**src/rtl/ppu_write_scheduler.sv**
```systemverilog
// ppu_write_scheduler
// Buffers CPU S-type PPU writes in a small FIFO and drains them into the
// single-port PPU memory during vertical blank. Renderer reads always
// take the memory port ahead of buffered writes.
module ppu_write_scheduler #(
  parameter int DEPTH = 8,
  parameter int IDX_W = 10,
  parameter int VAL_W = 16
) (
  input  logic                       clk,
  input  logic                       rst,
  input  logic                       PPU_en,
  input  logic [IDX_W-1:0]           S_type_index,
  input  logic [VAL_W-1:0]           S_type_value,
  output logic                       cpu_stall,
  input  logic                       vblank,
  input  logic                       rend_req,
  input  logic [IDX_W-1:0]           rend_addr,
  output logic                       rend_grant,
  output logic                       mem_we,
  output logic [IDX_W-1:0]           mem_addr,
  output logic [VAL_W-1:0]           mem_wdata,
  output logic [$clog2(DEPTH):0]     fifo_count,
  output logic                       drain_done,
  output logic                       overflow,
  output logic                       late
);

  localparam int PTR_W = $clog2(DEPTH);
  localparam int CNT_W = PTR_W + 1;

  typedef enum logic {
    IDLE  = 1'b0,
    DRAIN = 1'b1
  } state_t;

  state_t state_reg, state_next;

  logic [PTR_W-1:0] wr_ptr_reg, rd_ptr_reg;
  logic [CNT_W-1:0] count_reg, count_next;

  // FIFO storage; no reset so it maps onto distributed/block RAM.
  logic [IDX_W-1:0] idx_mem [DEPTH];
  logic [VAL_W-1:0] val_mem [DEPTH];

  logic full;
  logic empty;
  logic push;
  logic pop;
  logic drain_finish;
  logic late_set;

  logic                rend_grant_reg;
  logic                mem_we_reg;
  logic [IDX_W-1:0]    mem_addr_reg;
  logic [VAL_W-1:0]    mem_wdata_reg;
  logic                drain_done_reg;
  logic                overflow_reg;
  logic                late_reg;

  assign full  = (count_reg == CNT_W'(DEPTH));
  assign empty = (count_reg == '0);
  // A write arriving while full is dropped even if a pop frees a slot
  // in the same cycle; the CPU was told to stall.
  assign push  = PPU_en && !full;

  // Occupancy update from this cycle's push/pop pair.
  always_comb begin
    count_next = count_reg;
    case ({push, pop})
      2'b10:   count_next = count_reg + CNT_W'(1);
      2'b01:   count_next = count_reg - CNT_W'(1);
      default: count_next = count_reg;
    endcase
  end

  // Store an accepted CPU write at the tail.
  always_ff @(posedge clk) begin
    if (push) begin
      idx_mem[wr_ptr_reg] <= S_type_index;
      val_mem[wr_ptr_reg] <= S_type_value;
    end
  end

  // FIFO pointers and occupancy.
  always_ff @(posedge clk or posedge rst) begin
    if (rst) begin
      wr_ptr_reg <= '0;
      rd_ptr_reg <= '0;
      count_reg  <= '0;
    end else begin
      if (push) wr_ptr_reg <= wr_ptr_reg + 1'b1;
      if (pop)  rd_ptr_reg <= rd_ptr_reg + 1'b1;
      count_reg <= count_next;
    end
  end

  // FSM state register.
  always_ff @(posedge clk or posedge rst) begin
    if (rst) state_reg <= IDLE;
    else     state_reg <= state_next;
  end

  // FSM next state: enter drain on vblank with work queued; leave when
  // the FIFO empties or vblank ends.
  always_comb begin
    state_next = state_reg;
    case (state_reg)
      IDLE:    if (vblank && !empty) state_next = DRAIN;
      DRAIN:   if (!vblank || (count_next == '0)) state_next = IDLE;
      default: state_next = IDLE;
    endcase
  end

  // FSM outputs: pop only in DRAIN when the renderer leaves the port free.
  // The cycle in which vblank is seen low still completes its write.
  always_comb begin
    pop          = 1'b0;
    drain_finish = 1'b0;
    late_set     = 1'b0;
    if (state_reg == DRAIN) begin
      pop          = !rend_req && !empty;
      drain_finish = pop && (count_next == '0) && vblank;
      late_set     = !vblank && (count_next != '0);
    end
  end

  // Registered memory port: renderer first, then FIFO head, else hold.
  always_ff @(posedge clk or posedge rst) begin
    if (rst) begin
      rend_grant_reg <= 1'b0;
      mem_we_reg     <= 1'b0;
      mem_addr_reg   <= '0;
      mem_wdata_reg  <= '0;
    end else begin
      rend_grant_reg <= rend_req;
      mem_we_reg     <= pop;
      if (rend_req) begin
        mem_addr_reg <= rend_addr;
      end else if (pop) begin
        mem_addr_reg  <= idx_mem[rd_ptr_reg];
        mem_wdata_reg <= val_mem[rd_ptr_reg];
      end
    end
  end

  // Status flags: drain_done is a pulse, overflow and late are sticky.
  always_ff @(posedge clk or posedge rst) begin
    if (rst) begin
      drain_done_reg <= 1'b0;
      overflow_reg   <= 1'b0;
      late_reg       <= 1'b0;
    end else begin
      drain_done_reg <= drain_finish;
      if (PPU_en && full) overflow_reg <= 1'b1;
      if (late_set)       late_reg     <= 1'b1;
    end
  end

  assign cpu_stall  = full;
  assign rend_grant = rend_grant_reg;
  assign mem_we     = mem_we_reg;
  assign mem_addr   = mem_addr_reg;
  assign mem_wdata  = mem_wdata_reg;
  assign fifo_count = count_reg;
  // Masked by vblank so a pulse can never escape into active display.
  assign drain_done = drain_done_reg && vblank;
  assign overflow   = overflow_reg;
  assign late       = late_reg;

endmodule

```
**config.mk**
```make
export PLATFORM = sky130hd
export DESIGN_NAME = ppu_write_scheduler
export DESIGN_NICKNAME = d
export VERILOG_FILES = /design/src/rtl/ppu_write_scheduler.sv
export SDC_FILE = /design/constraint.sdc
export NUM_CORES = 1
export LEC_CHECK = 0
export BUFFER_PORTS_ARGS = -buffer_cell sky130_fd_sc_hd__buf_2
export CORE_ASPECT_RATIO = 0.5
export CORE_MARGIN = 1
export CORE_UTILIZATION = 42
export DETAILED_ROUTE_END_ITERATION = 10
export MAX_ROUTING_LAYER = met4
export PLACE_DENSITY_LB_ADDON = 0.08
export SYNTH_ARGS = -nofsm -noshare
export SYNTH_HDL_FRONTEND = slang
export SYNTH_SLANG_ARGS = --single-unit
```
**constraint.sdc**
```tcl
create_clock -name clk -period 3.9 [get_ports clk]
set_clock_uncertainty 0.15 [all_clocks]
set_input_delay 0.585 -clock clk [delete_from_list [all_inputs] [get_ports clk]]
set_output_delay 0.585 -clock clk [all_outputs]
set_load 0.02 [all_outputs]
```
==> results.sh <==
export IMPL_drive_gt1_share_pct=30.43
export IMPL_hold_path_class="input port to asynchronous set/reset pin"
export IMPL_cts_buffer_depth=3
export IMPL_crit_type="flip-flop to flip-flop"
export IMPL_grt_met3_usage_pct=4.115
export IMPL_outcome="completed"
export IMPL_min_period_ns=3.424
export IMPL_yosysSeqAreaShare_pct=74.12
export IMPL_largest_register_ffs=128
export IMPL_hpwlAfterDp_um=11220
export IMPL_grt_pass1_wl_um=30890
export IMPL_start_util_pct=43.02
export IMPL_cts_resized=0
export IMPL_busiest_layer="met2"
export IMPL_synth_top_family_by_area="multiplexers"
export IMPL_critPathTopFamily="simple AND/OR/NAND/NOR gates"
export IMPL_hold_viol_final=0
export IMPL_rows=39
export IMPL_yosysWarnings=0
export IMPL_die_area_um2=24090
export IMPL_gp_congestion=0.7547
export IMPL_maxCapViolCount=0
export IMPL_synth_xor_area_share_pct=0.6228
export IMPL_fillerInstances=1899
export IMPL_ios=77
export IMPL_final_util_pct=49.76
export IMPL_crit_slowest_cell="or4b_4"
export IMPL_overflow=0
export IMPL_syn_area_um2=9844
export IMPL_rsz0062_at_grt="false"
export IMPL_ant_nets=0
export IMPL_syn_num_nets=605
export IMPL_ys_types=37
export IMPL_met1_usage_pct=25.92
export IMPL_grt_pass1_vias=5139
export IMPL_via_count=5041
export IMPL_crit_required_ns=4.17
export IMPL_power_leakage_nw=4.019
export IMPL_path_max_fanout=10
export IMPL_io_buffer_count=76
export IMPL_wire_per_inst_um=20.72
export IMPL_nets=696
export IMPL_cts_tree="done"
export IMPL_clock_sinks=250
export IMPL_finalMaxSlewViolations=0
export IMPL_drt_initial_drc_count=316
export IMPL_grtUsageMet2_pct=26.67
export IMPL_setup_tns_ns=0
export IMPL_synth_compound_area_share_pct=5.211
export IMPL_drt_total_wl_um=20220
export IMPL_synthSimpleGateAreaFrac_pct=4.347
export IMPL_p_per_area_nw_per_um2=728.6
export IMPL_syn_inst=560
export IMPL_worstSetupStartpoint="fifo_count[1]$_DFF_PP0_"
export IMPL_drc_errors=0
export IMPL_worst_pin_slew_ns=0.9880
export IMPL_viasPerCell=5.165
export IMPL_ctsHtreeMaxLevel=1
export IMPL_antenna_found_initial=2
export IMPL_dieHeight_um=110.3
export IMPL_gr_usage_all_layers_pct=18.15
export IMPL_rr_startpoint="fifo_count[1]$_DFF_PP0_"
export IMPL_synthMuxAreaShare_pct=13.59
export IMPL_die_x_um=218.5
export IMPL_cts_setup_buffers=0
export IMPL_grt_start_max_net_pins=43
export IMPL_power_mw=8.297
export IMPL_clock_latency_ns=0.51
export IMPL_cp_num_buf_inv=1
export IMPL_ir_worst_vdd_v=0.0002686
export IMPL_synthAdderAreaFrac_pct=0.5084
export IMPL_fmax_ghz=0.2921
export IMPL_maxSlewHeadroom_pct=34.13
export IMPL_synth_seq_cells=250
export IMPL_coreArea_um2=22890
export IMPL_cp_arrival_ns=3.70
export IMPL_drt_pass1_iter_count=4
export IMPL_endpoint_kind="flip-flop"
export IMPL_postSynthAreaPerCell_um2=17.58
export IMPL_slowest_delay_ns=0.63
export IMPL_place_area_um2=10670
export IMPL_fin_area_um2=11390
export IMPL_finalCritPeriodShare_pct=87.79
export IMPL_area_growth_pct=15.67
export IMPL_cts_root_buffer="clkbuf_16"
export IMPL_postCtsHoldBufs=0
export IMPL_cts_buffers=23
export IMPL_start_kind="flip-flop"
export IMPL_cp_cell_sequence="or4b_4 > and2_2 > inv_1 > ha_1 > a211o_2 > a2111oi_2 > a211oi_1 > or2_4 > nor4_2"
export IMPL_clk_pin_slew_ns=0.06
export IMPL_finalSetupViolCount=0
report_power, final:
part	total [mW]	switching, mW	internal [mW]
sequential	3.80	0.390	3.41
clock	2.13	0.933	1.20
combinational	2.36	1.31	1.05
per-stage QoR:
step	setup WS, ns	cells	hold slack [ns]
3_3_place_gp	0.5455	933	0.3041
3_5_place_dp	0.5003	933	0.3010
6_report	0.4761	976	0.1347
2_1_floorplan	0.2743	560	0.3355
4_1_cts	0.4792	974	0.1218
5_1_grt	0.3093	976	0.1217
worst register-to-register path: cells and delay by family (launching register included):
family,cells,cell delay [ns]
adder cells (fa/ha/maj),1,0.35
AND/OR/NAND/NOR,4,1.42
AO/OA/AOI/OAI,3,0.82
buffers and inverters,1,0.10
flip-flops,1,0.49
placed cells by master, fill, tap and decap left out, types with 2 or more instances in the layout:
cell type  netlist  layout
edfxtp_1       208     208
clkbuf_16        0      23
diode_2          0       2
inv_1            8       6
nand3_1         10      10
nand2_1         35      35
o211ai_1        10      10
nor3_2           0       2
mux4_2          32      32
clkinv_1         0       2
nand2b_1         6       6
a21oi_1         31      31
clkbuf_1        17       7
xor2_1           2       2
ha_1             4       4
a211o_2          2       2
a21boi_0        10      10
a22oi_1         11      11
mux2_2          21      21
clkbuf_8         0       6
mux2i_1         38      38
nor4_2           2       2
nor4_1           2       2
xnor2_1          5       5
clkinv_2         0       4
dfrtp_1         42      40
buf_4            0      19
o21ai_0         11      11
buf_2            6      76
nor2_1          27      21
nor2_2           0       6
cells in the mapped netlist (all sizes together):
library cell / n / area (um2)
mux4: 32 / 720.7
a21oi: 31 / 155.2
mux2i: 38 / 380.4
nand4b: 1 / 8.760
mux2: 21 / 236.5
inv: 8 / 30.03
xnor2: 5 / 43.79
ha: 4 / 50.05
clkbuf: 17 / 63.81
a21o: 1 / 7.510
or4b: 1 / 13.76
nor3: 2 / 10.01
buf: 13 / 63.81
nor4: 4 / 37.53
nand3: 10 / 50.05
o211ai: 10 / 75.07
and2: 2 / 13.77
a2111oi: 1 / 15.01
xor2: 2 / 17.52
edfxtp: 208 / 6246
o21ai: 11 / 55.05
a211oi: 2 / 27.53
a22oi: 11 / 82.58
a21boi: 10 / 75.07
nand2b: 6 / 37.54
nor2: 27 / 101.4
nand2: 35 / 131.4
dfrtp: 42 / 1051
nor4b: 1 / 8.760
a211o: 2 / 20.02
or2: 2 / 15.02
worst paths after layout:
check                      slack, ns                   endpoint  cells after the start
max in group asynchronous       2.73  rd_ptr_reg[0]$_DFFE_PP0P_                      2
max                             0.48   drain_done_reg$_DFF_PP0_                      9
min reg2reg                     0.31       overflow$_DFFE_PP0P_                      1
min in group clk                0.15    mem_addr[0]$_DFFE_PP0P_                      3
min                             0.13    mem_addr[5]$_DFFE_PP0P_                      2
max reg2reg                     0.48   drain_done_reg$_DFF_PP0_                      9
area by class of cell:
| class | instances | area [um2] | share of cell area [%] |
|---|---|---|---|
| sequential | 250 | 7302 | 64.12 |
| multi-input combinational | 272 | 2415 | 21.21 |
| clock buffer | 36 | 684.4 | 6.010 |
| timing repair buffer | 96 | 543.0 | 4.769 |
| tap | 307 | 384.1 | 3.373 |
| inverter | 8 | 30.03 | 0.2637 |
| clock inverter | 5 | 23.77 | 0.2088 |
| antenna | 2 | 5.005 | 0.04395 |
routing by layer:
| metal | up-vias | wire length (um) |
|---|---|---|
| met2 | 81 | 8867 |
| met5 | - | 0 |
| li1 | 2364 | - |
| met4 | 0 | 280 |
| met3 | 25 | 941 |
| met1 | 2571 | 10130 |
logic make-up (layout without fill, tap and decap cells):
logic type	count (synthesis)	count (layout)
AOI/OAI and AO/OA	79	79
buffers and inverters	38	145
muxes	91	91
adders and majority gates	4	4
DFF	250	250
xor gates and xnor gates	7	7
and+or+nand+nor	91	91
other	0	2
Power figures use the tool's default switching activity.
